===== config.mk =====
export PLATFORM = sky130hd
export DESIGN_NAME = ldpc_dec_bit_collector
export DESIGN_NICKNAME = d
export VERILOG_FILES = /design/src/rtl/ldpc_dec_types.sv /design/src/rtl/ldpc_dec_bit_collector.sv
export SDC_FILE = /design/constraint.sdc
export NUM_CORES = 1
export LEC_CHECK = 0
export CAP_MARGIN = 10
export CORE_MARGIN = 2
export CORE_UTILIZATION = 60
export CTS_BUF_LIST = sky130_fd_sc_hd__clkbuf_4 sky130_fd_sc_hd__clkbuf_8 sky130_fd_sc_hd__clkbuf_16
export CTS_CLUSTER_SIZE = 28
export DETAILED_ROUTE_END_ITERATION = 6
export DONT_BUFFER_PORTS = 1
export GPL_ROUTABILITY_DRIVEN = 1
export PLACE_DENSITY = 0.82
export SETUP_SLACK_MARGIN = 0.1
export SLEW_MARGIN = 20
export SYNTH_ARGS = -nofsm -noshare
export SYNTH_HDL_FRONTEND = slang
export SYNTH_SLANG_ARGS = --single-unit
export TNS_END_PERCENT = 100

===== constraint.sdc =====
create_clock -name iclk -period 3.6 [get_ports iclk]
set_input_delay 0.72 -clock iclk [delete_from_list [all_inputs] [get_ports iclk]]
set_output_delay 0.72 -clock iclk [all_outputs]
set_load 0.01 [all_outputs]

===== src/rtl/ldpc_dec_types.sv =====
// Shared types and helpers for the LDPC decoder output path.
package ldpc_dec_types;

    typedef enum logic {
        IDLE    = 1'b0,
        COLLECT = 1'b1
    } bitcol_state_t;

    // Constant-evaluable ceil(log2(value)); returns 0 for value <= 1.
    function automatic int unsigned clog2(input int unsigned value);
        int unsigned width;
        width = 0;
        while ((64'd1 << width) < 64'(value)) begin
            width = width + 1;
        end
        return width;
    endfunction

endpackage


===== src/rtl/ldpc_dec_bit_collector.sv =====
// Packs the variable-node engine's hard-decision bits LSB-first into words
// and counts per-frame hard-decision flips, reported with the last word.
module ldpc_dec_bit_collector
    import ldpc_dec_types::*;
#(
    parameter int unsigned pDAT_W     = 8,
    parameter int unsigned pERR_CNT_W = 16
) (
    input  logic                              iclk,
    input  logic                              ireset,
    input  logic                              iclkena,
    input  logic                              isop,
    input  logic                              ival,
    input  logic                              ieop,
    input  logic                              idat,
    input  logic                              ierr,
    output logic                              osop,
    output logic                              oval,
    output logic                              oeop,
    output logic [pDAT_W-1:0]                 odat,
    output logic [clog2(pDAT_W + 1)-1:0]      onum,
    output logic [pERR_CNT_W-1:0]             oerr_cnt
);

    localparam int unsigned IDX_W = clog2(pDAT_W);
    localparam int unsigned NUM_W = clog2(pDAT_W + 1);
    localparam logic [pERR_CNT_W-1:0] CNT_MAX = '1;
    localparam logic [IDX_W-1:0]      IDX_LAST = IDX_W'(pDAT_W - 1);

    bitcol_state_t           state;
    logic [IDX_W-1:0]        idx;
    logic [pDAT_W-1:0]       sreg;
    logic [pERR_CNT_W-1:0]   cnt;
    logic                    first_pend;

    logic                    start_c;
    logic                    accept_c;
    logic                    emit_c;
    logic [IDX_W-1:0]        cur_idx_c;
    logic [pDAT_W-1:0]       word_c;
    logic [pERR_CNT_W-1:0]   cnt_base_c;
    logic [pERR_CNT_W-1:0]   cnt_next_c;

    // A sop bit restarts the frame from a clean slate, aborting any open one.
    always_comb begin
        start_c    = ival & isop;
        accept_c   = ival & (isop | (state == COLLECT));
        cur_idx_c  = start_c ? '0 : idx;
        word_c     = start_c ? '0 : sreg;
        word_c[cur_idx_c] = idat;
        cnt_base_c = start_c ? '0 : cnt;
        cnt_next_c = (ierr && (cnt_base_c != CNT_MAX)) ? cnt_base_c + pERR_CNT_W'(1) : cnt_base_c;
        emit_c     = accept_c & (ieop | (cur_idx_c == IDX_LAST));
    end

    always_ff @(posedge iclk) begin
        if (ireset) begin
            state      <= IDLE;
            idx        <= '0;
            sreg       <= '0;
            cnt        <= '0;
            first_pend <= 1'b0;
            osop       <= 1'b0;
            oval       <= 1'b0;
            oeop       <= 1'b0;
            odat       <= '0;
            onum       <= '0;
            oerr_cnt   <= '0;
        end else if (iclkena) begin
            oval <= 1'b0;
            osop <= 1'b0;
            oeop <= 1'b0;
            if (accept_c) begin
                cnt   <= cnt_next_c;
                state <= ieop ? IDLE : COLLECT;
                if (emit_c) begin
                    oval       <= 1'b1;
                    osop       <= start_c | first_pend;
                    oeop       <= ieop;
                    odat       <= word_c;
                    onum       <= NUM_W'(cur_idx_c) + NUM_W'(1);
                    idx        <= '0;
                    sreg       <= '0;
                    first_pend <= 1'b0;
                    if (ieop) begin
                        oerr_cnt <= cnt_next_c;
                    end
                end else begin
                    sreg       <= word_c;
                    idx        <= cur_idx_c + IDX_W'(1);
                    first_pend <= start_c | first_pend;
                end
            end
        end
    end

endmodule


==> results.md, run 1 <==
Synthesis:
- Yosys mapped the design onto 56 distinct sky130hd cell types.
- For this run, the number of Yosys warnings is 0.
- After synthesis, the largest family of logic cells by area is compound AO/OA/AOI/OAI gates.
- In the synthesized netlist the dominant register cell turns out to be dfxtp_1.
- The area share of fa/ha/maj cells after synthesis is 0.0124.
- The number of nets handed over by synthesis was 362.
- In the synthesized netlist, the number of instances is 351.
- Of the total synthesized cell area, the portion taken by XOR and XNOR cells is 0.0319.
- The area share of and/or/nand/nor cells after synthesis is 0.222.
- Of the post-synthesis cell area, the part taken by muxes is 0.0298.
- The mapped netlist covers 3020 sq um.
- The synthesized design contains 60 register bits.
- The mean post-synth cell area is 8.60 sq um.
- The fraction of the mapped netlist area in compound gates is 0.256.
- The count of flip-flops with a built-in enable after synthesis is 0.
- In the synthesized netlist the async set-or-reset flop fraction comes to 0.
- For this run, the register share of the synthesized area comes to 0.398.

Die:
- The floorplan step set the die height to 74.9 um.
- In this run the count of I/O pins placed on the die edge is 39.
- The die covers 5620 sq um.
- The overall die width is 74.9 um.
- After floorplanning, the core was divided into 25 placement rows.
- The total area inside the core boundary comes to 4790 sq um.
- The initial cell density of the core is 0.631.

Route:
- Across all layers, the routed design uses between 2k and 3k vias.
- The remaining routing DRC violations is 0.
- The number of nets still failing antenna checks after routing is 0.
- The routed wirelength normalized by instance count is 17.3 um.
- The number of DRC markers in iteration 0 is 228.
- Dividing the detail-routed via count by the number of cells gives about 6.2.
- Summed over all layers, the routed wires come to 7.20 mm.
- The first TritonRoute pass finished after 5 iterations.

Worst setup path:
- The standard cell with the maximum stage delay on the critical path is and2_1.
- Along the worst path, the maximum fanout reaches 16.
- The highest cell delay on the worst timing path is 320 ps.
- The most critical setup path has its startpoint at ival.
- Following the worst setup path forward leads to its endpoint at onum[2].
- The startpoint-to-endpoint class of the critical path is in -> reg.
- The reg-to-reg endpoint is cnt[15].
- The kind of cell adding the most delay to the critical path is simple AND/OR/NAND/NOR gates.
- STA classifies the critical path endpoint as a flop.
- The critical path's most frequent cell is nor2_1.
- The nature of the critical path startpoint is an input port.
- Counting cells, the worst reg-to-reg path comes to 5.
- The critical path data arrival time is 2830 ps.
- Counting both buffers and inverters, the worst setup path holds a total of 1.
- In this run the critical register-to-register path is launched from cnt[9].
- The signal on the critical path passes through nand2_1 -> and2_1 -> ha_1 -> ha_1 -> nor2_1 -> nor2_1 -> nor2_1 -> buf_4 -> a22o_1.
- The number of cells on the critical path is 9.
- The setup slack of the worst register-to-register path is 1250 ps.
- For the worst setup path, the data required time is approximately 3900 ps.

Job:
- The max capacitance violation total is 0.

Power and ir drop:
- Internal power comes to 1.05 mW.
- IR analysis of the VDD net gives a maximum drop of roughly 0.00027 V.
- Of the total power, registers draw 0.505.
- The switching part of the total power is 0.218.
- In this run the power spent charging and discharging nets is 0.291 mW.
- Power comes to 1.34 mW.
- The logic gate share of total power is 0.046.
- Power spread over the standard cell area amounts to 412 nW/um^2.
- Summed over all cells, the static leakage comes to 1.21 nW.
- The proportion of power drawn by the clock network is 0.449.

Placement:
- The post-place instance area is just over 3000 sq um.
- Once placement completed, the tool counted placed cells totaling ~400.
- After legalization and detailed placement, the total HPWL measured between 4 and 5 mm.
- Prior to clock tree synthesis, the placed netlist has a worst setup slack of 719 ps.
- Routability-driven placement finished with a final weighted congestion of 0.889.
- Buffers placed on the I/O ports in this run total 0.

Global routing:
- The number of global-route vias before repair came to 2398.
- The wire length of the first global-routing pass is 11.6 mm.
- The aggregate global routing overflow is 0.
- The maximum number of pins on one net before global-route repair is 23.
- The number of antenna violations at the first check in global routing is 0.
- The total routing usage reported by global routing is 0.278.

CTS:
- Clock tree synthesis selected as its root buffer the cell clkbuf_8.
- For this design, the CTS-stage hold fixing added 0 buffers.
- TritonCTS built the clock tree.
- In this run the number of H-tree levels came out at 3.
- Counting along the longest clock path gives a buffer depth of 2.
- Buffers added to address setup during post-CTS repair amount to 0.
- In this run, CTS created clock tree buffers numbering 9.
- The post-CTS clock slew at the launch and capture registers of the worst setup and hold paths is ~60 ps.
- Post-CTS repair changed the size of 0 cells.
- The insertion delay to the later sink of the worst-skew pair is ~330 ps.
- The tree built by TritonCTS fans out to 60 sinks.

Outcome:
- The flow ran to the end, and the final reports show no timing, DRC or antenna violations.

Timing:
- The worst pin sits at a relative slew slack of 0.335.
- The final critical-path required period is about 2600 ps.
- Hold is met by about 450 ps.
- Setup repair after global routing left no endpoint under its margin.
- The final clock period utilization by the worst path is 0.710.
- The final setup violation count is 0.
- The summed negative setup slack over all endpoints is 0 ps.
- The slew at the pin with the worst max-slew slack is 993 ps.
- The worst path meets setup with about 1000 ps of slack.
- The maximum frequency from static timing analysis is 391 MHz.
- The number of hold-slack violations in the final timing report came to 0.
- The final count of pins violating max slew is 0.
- Between clock sinks in the finished design, the worst skew comes to 6.95 ps.

Cells and area:
- The total inserted antenna cells is 0.
- The utilization after layout is 0.678.
- The net count reported at finish is between 300 and 400.
- In the final layout, the share of cells above drive strength 1 is 0.117.
- The post-layout instance area is approximately 3200 sq um.
- Relative to the synthesized area, the layout overhead comes to 7.46%.
- The finished layout holds between 400 and 500 standard cells, fillers aside.

Hold path:
- The start point of the worst min-delay path is ireset.
- The path category of the worst min-delay check is in -> reg.
- The number of stages on the worst hold path is 1.
[per-layer routing]
layer  part of all wire  vias up  track usage
met1               0.47     1226        0.396
met2               0.44      104        0.398
met4              0.014        0        0.129
met3              0.076       11       0.0656
met5                  0        -            0
li1                   -     1264            -
[placed cells by master, fill, tap and decap left out, types with 3 or more instances in the layout]
cell type and n:
o21ai_0 5, and3_1 4, o311ai_2 3, clkbuf_8 10, a21bo_2 3, inv_1 9
a22oi_1 7, a21o_1 3, a21boi_1 3, nor2_1 30, nand3_1 15, nand2_1 44
a21oi_1 19, a31oi_1 3, a221o_1 4, clkbuf_4 3, and2_1 5, nand3b_1 5
xnor2_1 10, nand4_1 4, ha_1 3, or3_1 7, nor3_1 6, dfxtp_1 60
nor3b_1 3, o311a_1 3, a22o_1 14, mux2i_1 9, o21ai_1 15, buf_4 7
[power groups by stage]
| stage | clock [mW] | combinational (mW) | sequential (mW) |
|---|---|---|---|
| floorplan | 0 | 0.0492 | 0.687 |
| global placement | 0 | 0.0587 | 0.689 |
| global route | 0.635 | 0.0668 | 0.675 |
| CTS | 0.609 | 0.0606 | 0.675 |
| detailed placement | 0 | 0.0605 | 0.690 |
| finish | 0.600 | 0.0616 | 0.675 |
[logic make-up after synthesis]
kind of cell / after synthesis
AND/OR/NAND/NOR: 135
AO/OA/AOI/OAI: 98
flip-flops: 60
buffers and inverters: 35
XOR/XNOR: 11
multiplexers: 9
adder cells (fa/ha/maj): 3
[cell usage after synthesis, types with 9 or more instances]
| library cell | instances | area share |
|---|---|---|
| o21ai_1 | 15 | 0.025 |
| nand3_1 | 15 | 0.025 |
| xnor2_1 | 10 | 0.029 |
| mux2i_1 | 9 | 0.030 |
| nor2_1 | 30 | 0.037 |
| dfxtp_1 | 60 | 0.40 |
| inv_1 | 9 | 0.011 |
| nand2_1 | 44 | 0.055 |
| clkbuf_1 | 18 | 0.022 |
| a22o_1 | 14 | 0.041 |
| a21oi_1 | 19 | 0.031 |
[layout make-up]
| type | instances | area (sq um) |
|---|---|---|
| inverter | 12 | 45.0 |
| fill | 405 | 1540 |
| sequential | 60 | 1200 |
| timing repair buffer | 7 | 52.6 |
| clock buffer | 13 | 160 |
| multi-input combinational | 256 | 1670 |
| tap | 67 | 83.8 |
| clock inverter | 2 | 35.0 |
[flip-flops by register name, summed over array words and instances, names as in the netlist]
register and count:
state 1, osop 1, idx 3, oval 1
oerr_cnt 16, onum 4, sreg 8, first_pend 1
oeop 1, cnt 16, odat 8
[worst min path at each step]
stage,end,slack (ps)
floorplan,sreg[0],430
global placement,sreg[0],440
detailed placement,sreg[0],440
CTS,idx[2],440
global route,sreg[0],440
finish,idx[2],450
Power figures use the tool's default switching activity.
==> inputs of run 2 (changes only) <==
--- a/config.mk
+++ b/config.mk
@@ -7,13 +7,13 @@
 export LEC_CHECK = 0
 export CAP_MARGIN = 10
 export CORE_MARGIN = 2
-export CORE_UTILIZATION = 60
+export CORE_UTILIZATION = 57
 export CTS_BUF_LIST = sky130_fd_sc_hd__clkbuf_4 sky130_fd_sc_hd__clkbuf_8 sky130_fd_sc_hd__clkbuf_16
 export CTS_CLUSTER_SIZE = 28
 export DETAILED_ROUTE_END_ITERATION = 6
 export DONT_BUFFER_PORTS = 1
 export GPL_ROUTABILITY_DRIVEN = 1
-export PLACE_DENSITY = 0.82
+export PLACE_DENSITY = 0.81
 export SETUP_SLACK_MARGIN = 0.1
 export SLEW_MARGIN = 20
 export SYNTH_ARGS = -nofsm -noshare
==> constraint.sdc (replaced) <==
create_clock -name iclk -period 2.1 [get_ports iclk]
set_input_delay 0.42 -clock iclk [delete_from_list [all_inputs] [get_ports iclk]]
set_output_delay 0.42 -clock iclk [all_outputs]
set_load 0.01 [all_outputs]
==> results.md, run 2 (synthesized netlist as in run 1, its figures left out) <==
Global routing:
- The total routing usage reported by global routing was 0.270 (was 0.278).
- The number of antenna violations at the first check in global routing is 0 (unchanged).
- The number of global-route vias before repair came to 2573 (was 2398).
- The wire length of the first global-routing pass came to 12.6 mm (was 11.6 mm).
- The aggregate global routing overflow is 0 (unchanged).
- The maximum number of pins on one net before global-route repair came to 23 (unchanged).

Timing:
- The least setup slack across all paths after layout was 83.0 ps (was 1040 ps).
- The slew at the pin with the worst max-slew slack is 637 ps (was 993 ps).
- The number of hold-slack violations in the final timing report came to 0 (unchanged).
- The summed negative setup slack over all endpoints was 0 ps (unchanged).
- The headroom to the max-slew limit came to 0.573 (was 0.335).
- The final count of pins violating max slew is 0 (unchanged).
- The final clock period utilization by the worst path is 0.960.
- The final critical-path required period is 2020 ps.
- Unrepaired setup endpoints after global routing: true (was false).
- The worst setup skew after layout was 8.05 ps (was 6.95 ps).
- The maximum frequency from static timing analysis is roughly 500 MHz.
- The final setup violation count is 0 (unchanged).

Cells and area:
- The net count reported at finish came to 376 (was 357).
- The filler cell count is 401 (was 405).
- The growth of design area from synthesis to finish is 15.7% (was 7.46%).
- The leading cell type in the layout, fill and taps excluded is dfxtp_1 (unchanged).
- Most frequent cells in the layout: dfxtp_1 (60), nand2_1 (43), nor2_1 (28) (was dfxtp_1 (60), nand2_1 (44), nor2_1 (30)).
- The total inserted antenna cells was 0 (unchanged).
- Top Registers: cnt: 16 flops, oerr_cnt: 16 flops (unchanged).
- The utilization after layout came to 0.684 (was 0.678).
- The ratio of cells with drive above 1 in the final layout came to 0.192 (was 0.117).

Placement:
- The total of buffers placed on input and output ports is 0 (unchanged).
- The minimum setup slack after placement was 26.2 ps (was 719 ps).
- The placer's final routability congestion estimate was 0.958 (was 0.889).
- The HPWL after detailed placement came to 5.28 mm (was 4.96 mm).

Power and ir drop:
- The worst vdd rail ir drop is 0.000462 V (was 0.000269 V).
- The logic gate share of total power is 0.053 (was 0.046).
- The proportion of power drawn by the clock network is 0.471 (was 0.449).
- The leakage power came to 1.35 nW (was 1.21 nW).
- The share of power burned in registers is 0.476 (was 0.505).
- The internal portion of total power is 1.87 mW (was 1.05 mW).
- The switching part of the total power is 0.229 (was 0.218).
- The net switching power came to 0.554 mW (was 0.291 mW).
- The power consumption came to 2.42 mW (was 1.34 mW).
- The power density normalized to cell area is 694 nW/um^2 (was 412 nW/um^2).

Die:
- The number of placed I/O pins is 39 (unchanged).
- The area of the die is 5900 sq um (was 5620 sq um).
- The initial cell density of the core is 0.591 (was 0.631).
- The number of placement rows is 26 (was 25).
- The overall die width is 76.8 um (was 74.9 um).
- The placeable core region is 5110 sq um (was 4790 sq um).
- The height of the chip was 76.8 um (was 74.9 um).

Route:
- The first-pass detailed-route iteration total came to 5 (unchanged).
- The remaining routing DRC violations is 0 (unchanged).
- The number of vias per cell is 6.25 (about the same).
- The number of DRC markers in iteration 0 was 215 (was 228).
- The number of nets still failing antenna checks after routing is 0 (unchanged).
- The total via count after detailed routing is 2748 (was 2605).
- The routed wirelength normalized by instance count came to 17.6 um (was 17.3 um).
- The final routed wirelength across all metal layers is 7.75 mm (was 7.20 mm).

Worst setup path:
- The reg-to-reg endpoint is oerr_cnt[0] (was cnt[15]).
- The highest cell delay on the worst timing path was 630 ps (was 320 ps).
- The startpoint-to-endpoint class of the critical path is reg -> reg (was in -> reg).
- Worst path cell trace: inv_1 -> or4_4 -> o31ai_4 -> buf_4 -> xor2_1 -> o21ai_1 (was nand2_1 -> and2_1 -> ha_1 -> ha_1 -> nor2_1 -> nor2_1 -> nor2_1 -> buf_4 -> a22o_1).
- The nature of the critical path startpoint is a flop (was input port).
- The largest fanout of any net on the critical path is 15 (was 16).
- The count of cells along the worst register-to-register path came to 6 (was 5).
- The critical path data arrival time is 2250 ps (was 2830 ps).
- The beginning of the worst register-to-register path is cnt[15] (was cnt[9]).
- The setup slack of the worst register-to-register path is 80 ps (was 1250 ps).
- The critical path data required time was 2330 ps (was 3870 ps).
- The endpoint type of the worst setup path is a flop (unchanged).
- The standard cell with the maximum stage delay on the critical path is or4_4 (was and2_1).

Hold path:
- The start point of the worst min-delay path is ireset (unchanged).
- The worst-case hold path end point is sreg[0] (was idx[2]).
- The number of stages on the worst hold path is 1 (unchanged).
- The path category of the worst min-delay check is in -> reg (unchanged).

CTS:
- The CTS tree was done (unchanged).
- The master cell of the clock root buffer is clkbuf_8 (unchanged).
- The insertion delay to the later sink of the worst-skew pair is 350 ps (was 330 ps).
- The level count of the clock H-tree came to 3 (unchanged).
- The CTS sink count is 60 (unchanged).
- The post-CTS clock slew at the launch and capture registers of the worst setup and hold paths was 70 ps (was 60 ps).
- The total CTS buffers was 9 (unchanged).
- The maximum number of buffers from clock root to sink is 2 (unchanged).

Outcome:
- Result of the run: complete, no violations (unchanged).

Job:
- The max capacitance violation total is 0 (unchanged).
==> run 2: changes by cell type in the layout (fill, tap and decap cells not counted), sizes merged <==
cell / delta
buf: +19
clkinvlp: +1
==> run 2: worst max-delay path by stage <==
stage / startpoint / end / cells after the start
2_1_floorplan: ival / cnt[9] / 6
3_3_place_gp: ival / oerr_cnt[15] / 4
3_5_place_dp: ival / cnt[14] / 8
4_1_cts: cnt[12] / cnt[15] / 5
5_1_grt: cnt[15] / oerr_cnt[0] / 6
6_report: cnt[15] / oerr_cnt[0] / 6
==> run 2: repair_timing <==
action	CTS	global route
endpoints found under the setup margin	2	14
gates cloned	0	0
hold endpoints to repair	0	0
buffers inserted	0	3
hold buffers	0	0
gates resized for setup	0	1
pin swaps	1	1
==> run 2: final cells by class <==
cell class              instances  area (sq um)  share of cell area
multi-input cells             256          1740               0.499
clock buffers                  13           179              0.0512
flip-flops and latches         60          1200               0.344
well taps                      70          87.6              0.0251
clock inverters                 3          42.5              0.0122
inverters                      12          45.0              0.0129
repair buffers                 26           195              0.0559
==> run 2: metrics by stage <==
stage | instances | instance area [sq um] | hold slack, ps
after floorplan | 351 | 3150 | 431
after global placement | 421 | 3240 | 433
after detailed placement | 421 | 3240 | 439
after CTS | 437 | 3460 | 133
after global routing | 440 | 3490 | 134
final | 440 | 3490 | 141
==> run 2: worst max-delay path, delay by kind of cell (launching register included) <==
family,cells,cell delay (ps)
buf+inv,2,300
xor+xnor,1,140
compound gates,2,410
flops,1,430
simple gates,1,630
==> run 2: metal layers <==
layer / global-route usage / up-vias / wire, um
met5: 0 / - / 0
met4: 0.145 / 0 / 167
met3: 0.0741 / 16 / 791
met2: 0.404 / 145 / 3470
met1: 0.354 / 1284 / 3330
li1: - / 1303 / -
==> run 2: power groups by stage <==
| stage | sequential [mW] | clock (mW) | combinational [mW] |
|---|---|---|---|
| 2_1_floorplan | 1.18 | 0 | 0.103 |
| 3_3_place_gp | 1.18 | 0 | 0.121 |
| 3_5_place_dp | 1.18 | 0 | 0.123 |
| 4_1_cts | 1.15 | 1.14 | 0.124 |
| 5_1_grt | 1.15 | 1.19 | 0.139 |
| 6_report | 1.15 | 1.14 | 0.129 |
